### src/rtl/bird_datapath.sv
// Bird datapath: holds the bird position, steps it on move/fall/escape states and
// rasterises clear/draw bursts to the VGA write port. Optional macro: BIRD_SPRITE_EN.
module bird_datapath #(
    parameter int         BIRD_W      = 8,
    parameter int         BIRD_H      = 8,
    parameter int         X_START     = 76,
    parameter int         Y_START     = 90,
    parameter int         Y_GROUND    = 96,
    parameter int         MOVE_STEP   = 2,
    parameter int         FALL_STEP   = 4,
    parameter logic [2:0] BIRD_COLOUR = 3'b110,
    parameter logic [2:0] BG_COLOUR   = 3'b011
) (
    input  logic       clk,
    input  logic       reset_n,
    input  logic [3:0] state,
    output logic [7:0] x_out,
    output logic [6:0] y_out,
    output logic [2:0] colour,
    output logic       plot,
    output logic       done_drawing,
    output logic       flying,
    output logic [7:0] bird_x,
    output logic [6:0] bird_y
);

    typedef enum logic [3:0] {
        S_HOLD       = 4'd0,
        S_CLEAR      = 4'd1,
        S_UP_LEFT    = 4'd2,
        S_UP_RIGHT   = 4'd3,
        S_PREHOLD    = 4'd4,
        S_DRAW       = 4'd5,
        S_DOWN_RIGHT = 4'd6,
        S_DOWN_LEFT  = 4'd7,
        S_SHOT       = 4'd8,
        S_ESCAPE     = 4'd9,
        S_RESET      = 4'd10
    } state_e;

    typedef enum logic [1:0] {
        MODE_NONE = 2'd0,
        MODE_FALL = 2'd1,
        MODE_RISE = 2'd2
    } mode_e;

    localparam logic signed [8:0] X_MAX    = 9'(160 - BIRD_W);
    localparam logic signed [8:0] Y_MAX    = 9'(Y_GROUND - BIRD_H);
    localparam logic signed [8:0] Y_GND    = 9'(Y_GROUND);
    localparam logic signed [8:0] M_STEP   = 9'(MOVE_STEP);
    localparam logic signed [8:0] F_STEP   = 9'(FALL_STEP);
    localparam logic [4:0]        COL_LAST = 5'(BIRD_W - 1);
    localparam logic [4:0]        ROW_LAST = 5'(BIRD_H - 1);
    localparam logic [7:0]        X_INIT   = 8'(X_START);
    localparam logic [6:0]        Y_INIT   = 7'(Y_START);

    logic [3:0]  prev_state_q;
    logic [7:0]  bird_x_q, bird_x_d;
    logic [6:0]  bird_y_q, bird_y_d;
    logic        flying_q, flying_d;
    mode_e       mode_q, mode_d;
    logic [4:0]  col_q, row_q;
    logic        active_q;
    logic [7:0]  base_x_q;
    logic [6:0]  base_y_q;
    logic [7:0]  x_out_q;
    logic [6:0]  y_out_q;
    logic [2:0]  colour_q;
    logic        plot_q;
    logic        done_q;

    logic              entry;
    logic              in_burst;
    logic              last_pix;
    logic              do_move;
    logic signed [8:0] dx, dy;
    logic signed [8:0] ext_x, ext_y;
    logic signed [8:0] sum_x, sum_y;
    logic [2:0]        pix_colour;

    assign entry    = (state != prev_state_q);
    assign in_burst = (state == S_CLEAR) || (state == S_DRAW);
    assign last_pix = (col_q == COL_LAST) && (row_q == ROW_LAST);
    assign ext_x    = $signed({1'b0, bird_x_q});
    assign ext_y    = $signed({2'b00, bird_y_q});

`ifdef BIRD_SPRITE_EN
    // Bit index is row*8+col; row 0 is the least significant byte.
    localparam logic [63:0] SPRITE = 64'h0024_3C7E_FFDB_7E3C;

    if (BIRD_W != 8 || BIRD_H != 8) begin : g_bad_sprite_size
        $error("BIRD_SPRITE_EN requires BIRD_W == 8 and BIRD_H == 8");
    end

    assign pix_colour = (state == S_CLEAR) ? BG_COLOUR :
                        (SPRITE[{row_q[2:0], col_q[2:0]}] ? BIRD_COLOUR : BG_COLOUR);
`else
    assign pix_colour = (state == S_CLEAR) ? BG_COLOUR : BIRD_COLOUR;
`endif

    // Position / flight update: every action happens only on the entry cycle of a state.
    always_comb begin
        bird_x_d = bird_x_q;
        bird_y_d = bird_y_q;
        flying_d = flying_q;
        mode_d   = mode_q;
        do_move  = 1'b0;
        dx       = '0;
        dy       = '0;
        sum_x    = '0;
        sum_y    = '0;
        if (entry) begin
            case (state)
                S_UP_RIGHT: begin
                    do_move = 1'b1;
                    dx      = M_STEP;
                    dy      = -M_STEP;
                end
                S_UP_LEFT: begin
                    do_move = 1'b1;
                    dx      = -M_STEP;
                    dy      = -M_STEP;
                end
                S_DOWN_RIGHT: begin
                    do_move = 1'b1;
                    dx      = M_STEP;
                    dy      = M_STEP;
                end
                S_DOWN_LEFT: begin
                    do_move = 1'b1;
                    dx      = -M_STEP;
                    dy      = M_STEP;
                end
                S_SHOT: begin
                    flying_d = 1'b1;
                    mode_d   = MODE_FALL;
                end
                S_ESCAPE: begin
                    flying_d = 1'b1;
                    mode_d   = MODE_RISE;
                end
                S_RESET: begin
                    bird_x_d = X_INIT;
                    bird_y_d = Y_INIT;
                    flying_d = 1'b0;
                    mode_d   = MODE_NONE;
                end
                S_DRAW: begin
                    if (flying_q && mode_q == MODE_FALL) begin
                        sum_y = ext_y + F_STEP;
                        if (sum_y >= Y_GND) begin
                            bird_y_d = Y_GND[6:0];
                            flying_d = 1'b0;
                        end else begin
                            bird_y_d = sum_y[6:0];
                        end
                    end else if (flying_q && mode_q == MODE_RISE) begin
                        if (ext_y < F_STEP) begin
                            bird_y_d = '0;
                            flying_d = 1'b0;
                        end else begin
                            sum_y    = ext_y - F_STEP;
                            bird_y_d = sum_y[6:0];
                        end
                    end
                end
                default: ;
            endcase

            // Saturate each axis independently at its screen bound.
            if (do_move) begin
                sum_x = ext_x + dx;
                sum_y = ext_y + dy;
                if (sum_x < 0) begin
                    bird_x_d = '0;
                end else if (sum_x > X_MAX) begin
                    bird_x_d = X_MAX[7:0];
                end else begin
                    bird_x_d = sum_x[7:0];
                end
                if (sum_y < 0) begin
                    bird_y_d = '0;
                end else if (sum_y > Y_MAX) begin
                    bird_y_d = Y_MAX[6:0];
                end else begin
                    bird_y_d = sum_y[6:0];
                end
            end
        end
    end

    always_ff @(posedge clk or negedge reset_n) begin
        if (!reset_n) begin
            prev_state_q <= S_PREHOLD;
            bird_x_q     <= X_INIT;
            bird_y_q     <= Y_INIT;
            flying_q     <= 1'b0;
            mode_q       <= MODE_NONE;
            col_q        <= '0;
            row_q        <= '0;
            active_q     <= 1'b0;
            base_x_q     <= '0;
            base_y_q     <= '0;
            x_out_q      <= '0;
            y_out_q      <= '0;
            colour_q     <= '0;
            plot_q       <= 1'b0;
            done_q       <= 1'b0;
        end else begin
            prev_state_q <= state;
            bird_x_q     <= bird_x_d;
            bird_y_q     <= bird_y_d;
            flying_q     <= flying_d;
            mode_q       <= mode_d;
            plot_q       <= 1'b0;
            if (entry) begin
                // Latch the burst origin after any flight step so DRAW uses the new spot.
                col_q    <= '0;
                row_q    <= '0;
                done_q   <= 1'b0;
                active_q <= in_burst;
                if (in_burst) begin
                    base_x_q <= bird_x_d;
                    base_y_q <= bird_y_d;
                end
            end else if (in_burst) begin
                if (active_q) begin
                    x_out_q  <= base_x_q + 8'(col_q);
                    y_out_q  <= base_y_q + 7'(row_q);
                    colour_q <= pix_colour;
                    plot_q   <= 1'b1;
                    if (last_pix) begin
                        active_q <= 1'b0;
                    end else if (col_q == COL_LAST) begin
                        col_q <= '0;
                        row_q <= row_q + 5'd1;
                    end else begin
                        col_q <= col_q + 5'd1;
                    end
                end else begin
                    done_q <= 1'b1;
                end
            end
        end
    end

    assign x_out        = x_out_q;
    assign y_out        = y_out_q;
    assign colour       = colour_q;
    assign plot         = plot_q;
    assign done_drawing = done_q;
    assign flying       = flying_q || (state == S_SHOT) || (state == S_ESCAPE);
    assign bird_x       = bird_x_q;
    assign bird_y       = bird_y_q;

endmodule

### config.mk
export PLATFORM = sky130hd
export DESIGN_NAME = bird_datapath
export DESIGN_NICKNAME = d
export VERILOG_FILES = /design/src/rtl/bird_datapath.sv
export SDC_FILE = /design/constraint.sdc
export NUM_CORES = 1
export LEC_CHECK = 0
export CORE_MARGIN = 2
export CORE_UTILIZATION = 52
export DETAILED_ROUTE_END_ITERATION = 8
export HOLD_SLACK_MARGIN = 0.08
export PLACE_DENSITY = 0.76
export SLEW_MARGIN = 10
export SYNTH_ARGS = -nofsm -noshare
export SYNTH_HDL_FRONTEND = slang
export SYNTH_SLANG_ARGS = --single-unit
### constraint.sdc
create_clock -name clk -period 2.3 [get_ports clk]
set_clock_uncertainty 0.15 [all_clocks]
set_input_delay 0.23 -clock clk [delete_from_list [all_inputs] [get_ports clk]]
set_output_delay 0.23 -clock clk [all_outputs]
set_load 0.02 [all_outputs]
==> results.md <==
- The run finished, with violations left.
- The checks that failed: setup timing.
- The post-synthesis to final-layout area growth is 43.3%.
- By area the synthesized netlist is led by sky130_fd_sc_hd__dfrtp_1 (34%), sky130_fd_sc_hd__ha_1 (6.5%), sky130_fd_sc_hd__o21ai_0 (4.9%).
- Global routing used 27.9% of the available tracks.
- The warning count from the yosys run is 0.
- After clock tree synthesis, the clock-pin slew on the worst setup and hold paths is 0.07 ns.
- TritonCTS built the clock tree.
- The static leakage is 2.77 nW.
- The floorplan step set the die height to 96.0 µm.
- The net count of the finished layout is 663.
- In this run, CTS created clock tree buffers numbering 9.
- The setup slack after placement is -0.839 ns.
- The net count after synthesis is 518.
- VDD sags by at most 0.000721 V.
- Counting both buffers and inverters, the worst setup path holds a total of 0.
- Counting flops with an async set or reset pin after synthesis yields a share of 100%.
- The wire length per cell is 16.7 µm.
- Setup repair after global routing could not meet its margin everywhere.
- The count of buffers added on input and output ports is 41.
- The fraction of layout cells with a size suffix above 1 is 33.2%.
- The highest-delay cell along the critical path is sky130_fd_sc_hd__dfrtp_1.
- The category of the worst setup path launch point is a flip-flop.
- The post-synth design cell area is 0.00441 mm².
- The number of antenna-violating nets in the routed design is 0.
- In this run the number of H-tree levels came out at 3.
- The via count of the first global-routing pass is 4229.
- The top achievable clock speed is 0.418 GHz.
- Traced cell by cell, the critical path runs through ha_4 -> fa_2 -> nand3_2 -> a21oi_2 -> a211oi_2 -> and4bb_2 -> nor3_4 -> a32o_1.
- The placed cell count is 708.
- 0 antenna diodes ended up in the layout.
- The post-detailed-route via-to-cell ratio is 5.76.
- The leading area contributor after synthesis is sky130_fd_sc_hd__dfrtp_1.
- Routability-driven placement finished with a final weighted congestion of 0.965.
- In this run, synthesis produced a sequential element count of 68.
- The clock latency reported for the late side of the worst-skew pair is 0.35 ns.
- The post-route minimum period is 2.40 ns.
- The type of the worst min-delay path is in -> reg.
- The smallest setup slack after layout is -0.0952 ns.
- Setup violations remaining at the end of the flow were counted as 13.
- The average instance in the mapped netlist occupies 9.06 µm².
- The global-route wire length before repair is 19800 µm.
- At the pin with the least slew margin, the transition time is 0.398 ns.
- In this design, the largest share of critical-path delay is due to simple AND/OR/NAND/NOR gates.
- The maximum fanout count along the critical path is 5.
- The share of the synthesized area in the top cell type is 34.1%.
- Sorting the synthesized cells by how often they occur yields sky130_fd_sc_hd__dfrtp_1 (60), sky130_fd_sc_hd__nand2_1 (57), sky130_fd_sc_hd__o21ai_0 (43), sky130_fd_sc_hd__nor2_1 (41), sky130_fd_sc_hd__a21oi_1 (30).
- The die footprint is 0.00922 mm².
- The relative slew slack is 73.5%.
- The share of the clock period used by the worst path after layout is 104%.
- The clock passes through at most 2 buffers.
- The main flop type after synthesis is sky130_fd_sc_hd__dfrtp_1.
- The tool flagged a number of max-cap violations equal to 0.
- The total number of vias is 4269.
- 42 I/O pins were placed.
- For this design, the sink count on the clock tree is 68.
- The number of enable flip-flop cells after synthesis is 0.
- The clock tree root buffer cell is sky130_fd_sc_hd__clkbuf_8.
- The areal power density over the cells is 926 mW/mm².
- The aggregate global routing overflow is 0.
- The floorplan step set the die width to 96.0 µm.
- The count of non-filler cells in the finished layout is 741.
- The total detailed-routing wirelength is 12400 µm.
- In this run, distinct cell masters in the synthesized netlist total 70.
- Counting every instance in the synthesized netlist gives 486.
- The worst setup path is captured at a flip-flop.
- For this configuration, the core starts out at a cell density of 53.6%.
- The number of pins exceeding their max-slew limit in the final report is 0.
- The estimated wirelength of the detail-placed design is 8930 µm.
- The first TritonRoute pass finished after 5 iterations.
- The core footprint is 0.00822 mm².
- After detailed routing, the number of remaining DRC violations is 0.
- For the worst setup path, the data required time is 2.44 ns.
- Entering global routing, the biggest net connects 69 pins.
- The most common cell in the synthesized netlist is sky130_fd_sc_hd__dfrtp_1.
- The final count of hold timing violations is 0.
- For this block, the initial DRC count from the detailed router was 262.
- On the worst path, the slowest cell contributes a delay of 0.41 ns.
- The standard-cell row count is 33.
- The critical path arrival is 2.53 ns.
- Sequential elements use 38.9% of the synthesized area.
- The initial antenna violation count is 0.
- The startpoint-to-endpoint class of the critical path is reg -> reg.
stage by stage:
step	total power, W	TNS [ns]	instance area, µm²	util [%]	hold slack, ns
final	0.00584	-0.815	6310	76.8	0.176
after CTS	0.00550	-0.247	6080	73.9	0.171
after global routing	0.00616	-2.25	6310	76.8	0.190
after detailed placement	0.00432	-16.68	5720	69.6	0.127
after floorplan	0.00312	-2.48	4530	-	-0.216
after global placement	0.00426	-13.46	5720	69.6	0.124
power by group:
group	internal (W)	switching, W
clock	0.000535	0.000488
sequential	0.00145	0.000263
combinational	0.00162	0.00148
worst reg2reg max path, delay by kind of cell (launching register included):
kind,cells,cell delay [ns]
AOI/OAI and AO/OA,3,0.55
and+or+nand+nor,3,0.67
adders and majority gates,2,0.55
DFF,1,0.41
layout by cell type (no fill, tap or decap), drive strengths merged, types with 9 or more instances in the layout:
cell / count
a21oi: 31
dfrtp: 60
nand2: 57
clkbuf: 11
nor2: 41
buf: 116
nor3: 10
ha: 23
nand3: 13
xor2: 17
a31oi: 9
inv: 22
o21ai: 46
clkdlybuf4s50: 36
xnor2: 12
layout make-up:
cell class	count	area (µm²)
timing repair buffer	156	1340
tap	105	131
multi-input combinational	375	2850
inverter	21	83.8
sequential	68	1710
fill	556	1900
clock buffer	11	141
clock inverter	5	60.1
cell families (layout without fill, tap and decap cells):
family                     after synthesis  after routing  share of synthesized area, %
and+or+nand+nor                        181            181                          21.9
AOI/OAI and AO/OA                      132            132                          19.5
DFF                                     68             68                          38.9
buffers and inverters                   43            193                          4.32
xor gates and xnor gates                29             29                          5.77
adders and majority gates               26             26                          7.90
muxes                                    7              7                          1.79
metal layers:
metal  wire [µm]  part of all wire, %  GRT usage [%]
met1        5480                   44           36.8
met2        6050                   49           46.5
met3         585                  4.7           4.23
met4         264                  2.1           10.0
met5           0                    0              0
timing repair:
action | in CTS | in global routing
setup endpoints to repair | 21 | 24
hold endpoints to repair | 69 | 0
resized for setup | 37 | 32
hold buffers | 2 | 0
buffers inserted | 7 | 10
pin swaps | 19 | 19
final timing paths:
| path | to | slack, ns | cells past startpoint | from |
|---|---|---|---|---|
| worst min-delay path | prev_state_q[2] | 0.18 | 3 | state[2] |
| worst max register to register | bird_x[1] | -0.1 | 8 | bird_x[1] |
| worst max-delay path | bird_x[1] | -0.1 | 8 | bird_x[1] |
| min in group asynchronous | colour[1] | 0.27 | 3 | reset_n |
| max in group asynchronous | bird_x[6] | 1.38 | 3 | reset_n |
| worst min register to register | y_out[2] | 0.33 | 2 | y_out[2] |
registers in the layout, summed over array words and instances (netlist names):
name	flops
colour	3
col_q	5
plot	1
x_out	8
row_q	5
prev_state_q	4
mode_q	2
bird_x	8
base_x_q	8
active_q	1
flying_q	1
done_drawing	1
base_y_q	7
y_out	7
bird_y	7
Note: power is estimated with default switching activity, not from simulation.
==> edit: new RTL, same settings <==
Encoding of `mode_e`: now one-hot (3 bits for 3 values).
--- a/src/rtl/bird_datapath.sv
+++ b/src/rtl/bird_datapath.sv
@@ -39,8 +39,8 @@
     } state_e;
 
-    typedef enum logic [1:0] {
-        MODE_NONE = 2'd0,
-        MODE_FALL = 2'd1,
-        MODE_RISE = 2'd2
+    typedef enum logic [2:0] {
+        MODE_NONE = 3'b001,
+        MODE_FALL = 3'b010,
+        MODE_RISE = 3'b100
     } mode_e;
 
Check against the original RTL: same outputs for any inputs over 4 cycles, from zero or initial values and one cycle with reset_n low; so few cycles prove little.
==> edit against the original RTL <==
  * The flow still finishes with violations (negative setup slack)
  * Final area is 0.63% higher
  * Combinational power down 12%
  * Worst setup slack worse by 0.056 ns
  * Power decreased by 6.1%
  * Worst hold slack lost 0.010 ns
  * Synthesized cell count rose by 4.1%
  * Routed wire length increased by 9.4%
  * Sequential cell count increased by 1
  * Sequential share of layout area grew 0.22 points
  * Cell count up 2.2%
  * Area after synthesis grew 2.6%
  * Critical path type unchanged
  * Critical endpoint unchanged
  * Highest routed layer unchanged
==> edit: results (changes against the original RTL) <==
metric,value,unit,change
Peak supply drop,0.447,mV,-38%
site row count,34,,+3.0%
total nets after synthesis,538,,+3.9%
buffering overhead,20.0,%,-1.2 points
Clk network pwr share,18.9,%,+1.4 points
vias in the first global route,4441,,+5.0%
multi-input gates,384,,+2.4%
WL met3,770,microns,+32%
CTS sink count,69,,+1.5%
failing checks,negative setup slack,,
Critical Path AT,2.55,ns,+0.02 ns
Avg Vias per Cell,6.00,,+4.2%
CP Max Fanout,3,,-2
Non-clk bufs,150,,-3.8%
most common library cells after synthesis,"60 x dfrtp_1, 58 x nand2_1, 39 x nor2_1, 39 x o21ai_0, 31 x a21oi_1",,
H-tree depth,3,,unchanged
inverter count,30,,+43%
largest net degree at the start of global routing,70,,+1.4%
Area contributors post-synth,"dfrtp_1 33%, ha_1 6.4%, dfstp_2 5.2%",,
final setup TNS,-1.23,ns,-0.414 ns
fillers,587,,+5.6%
register area share after synthesis,38.4,%,-0.42 points
post-layout worst setup margin,-0.151,ns,-0.0561 ns
Metal-1 WL,5840,microns,+6.7%
multi-input gate share of total cell area,45.2,%,+0.090 points
hold endpoint,colour[2],,
Detailed Place HPWL,9140,microns,+2.3%
gr usage total,28.1,%,+0.15 points
Synth cell types,74,,+5.7%
leakage power,2.86,nW,+3.0%
clk cell area share,3.25,%,+0.059 points
WL final,13500,microns,+9.4%
Comb power,0.00272,W,-12%
status,finished with violations,,
Power Internal,0.00335,W,-7.3%
Inst Count DP,718,,+1.4%
wire length per cell,17.9,microns,+7.1%
1st-iter DRT viols,375,,+43%
first-pass GRT wire length,21600,microns,+8.9%
sequential share of cell area,27.4,%,+0.22 points
Slew headroom,67.2,%,-6.3 points
dpl cell area,0.00572,sq mm,about the same
met3 Track Usage GR,5.04,%,+0.81 points
wire length on met2,6440,microns,+6.5%
setup violators final,14,,+1
GR Layer Usage met2,46.3,%,-0.27 points
nets,676,,+2.0%
Hold Slack,0.166,ns,-0.0101 ns
family with the most delay on the worst path,compound AO/OA/AOI/OAI gates,,
[edit: worst register-to-register path: stages, from the launching register on]
cell	delay [ns]
dfrtp_1	0.43
ha_4	0.19
fa_2	0.36
a211o_1	0.32
a21oi_2	0.17
o21a_1	0.20
xnor2_2	0.18
o21ai_2	0.12
a32o_1	0.24
[edit: what timing repair did]
| action | 4_1_cts | 5_1_grt |
|---|---|---|
| setup endpoints to repair | 19 | 25 |
| pin swaps | 31 | 19 |
| hold buffers | 3 | 0 |
| buffers inserted | 12 | 9 |
| hold endpoints to repair | 71 | 0 |
| resized for setup | 46 | 31 |
[edit: kinds of logic after synthesis]
logic type / Yosys count / synth area share, %
and+or+nand+nor: 171 / 19.4
AOI/OAI and AO/OA: 146 / 21.7
DFF: 69 / 38.4
buffers and inverters: 53 / 4.59
xor gates and xnor gates: 33 / 6.39
adders and majority gates: 26 / 7.69
muxes: 8 / 1.83
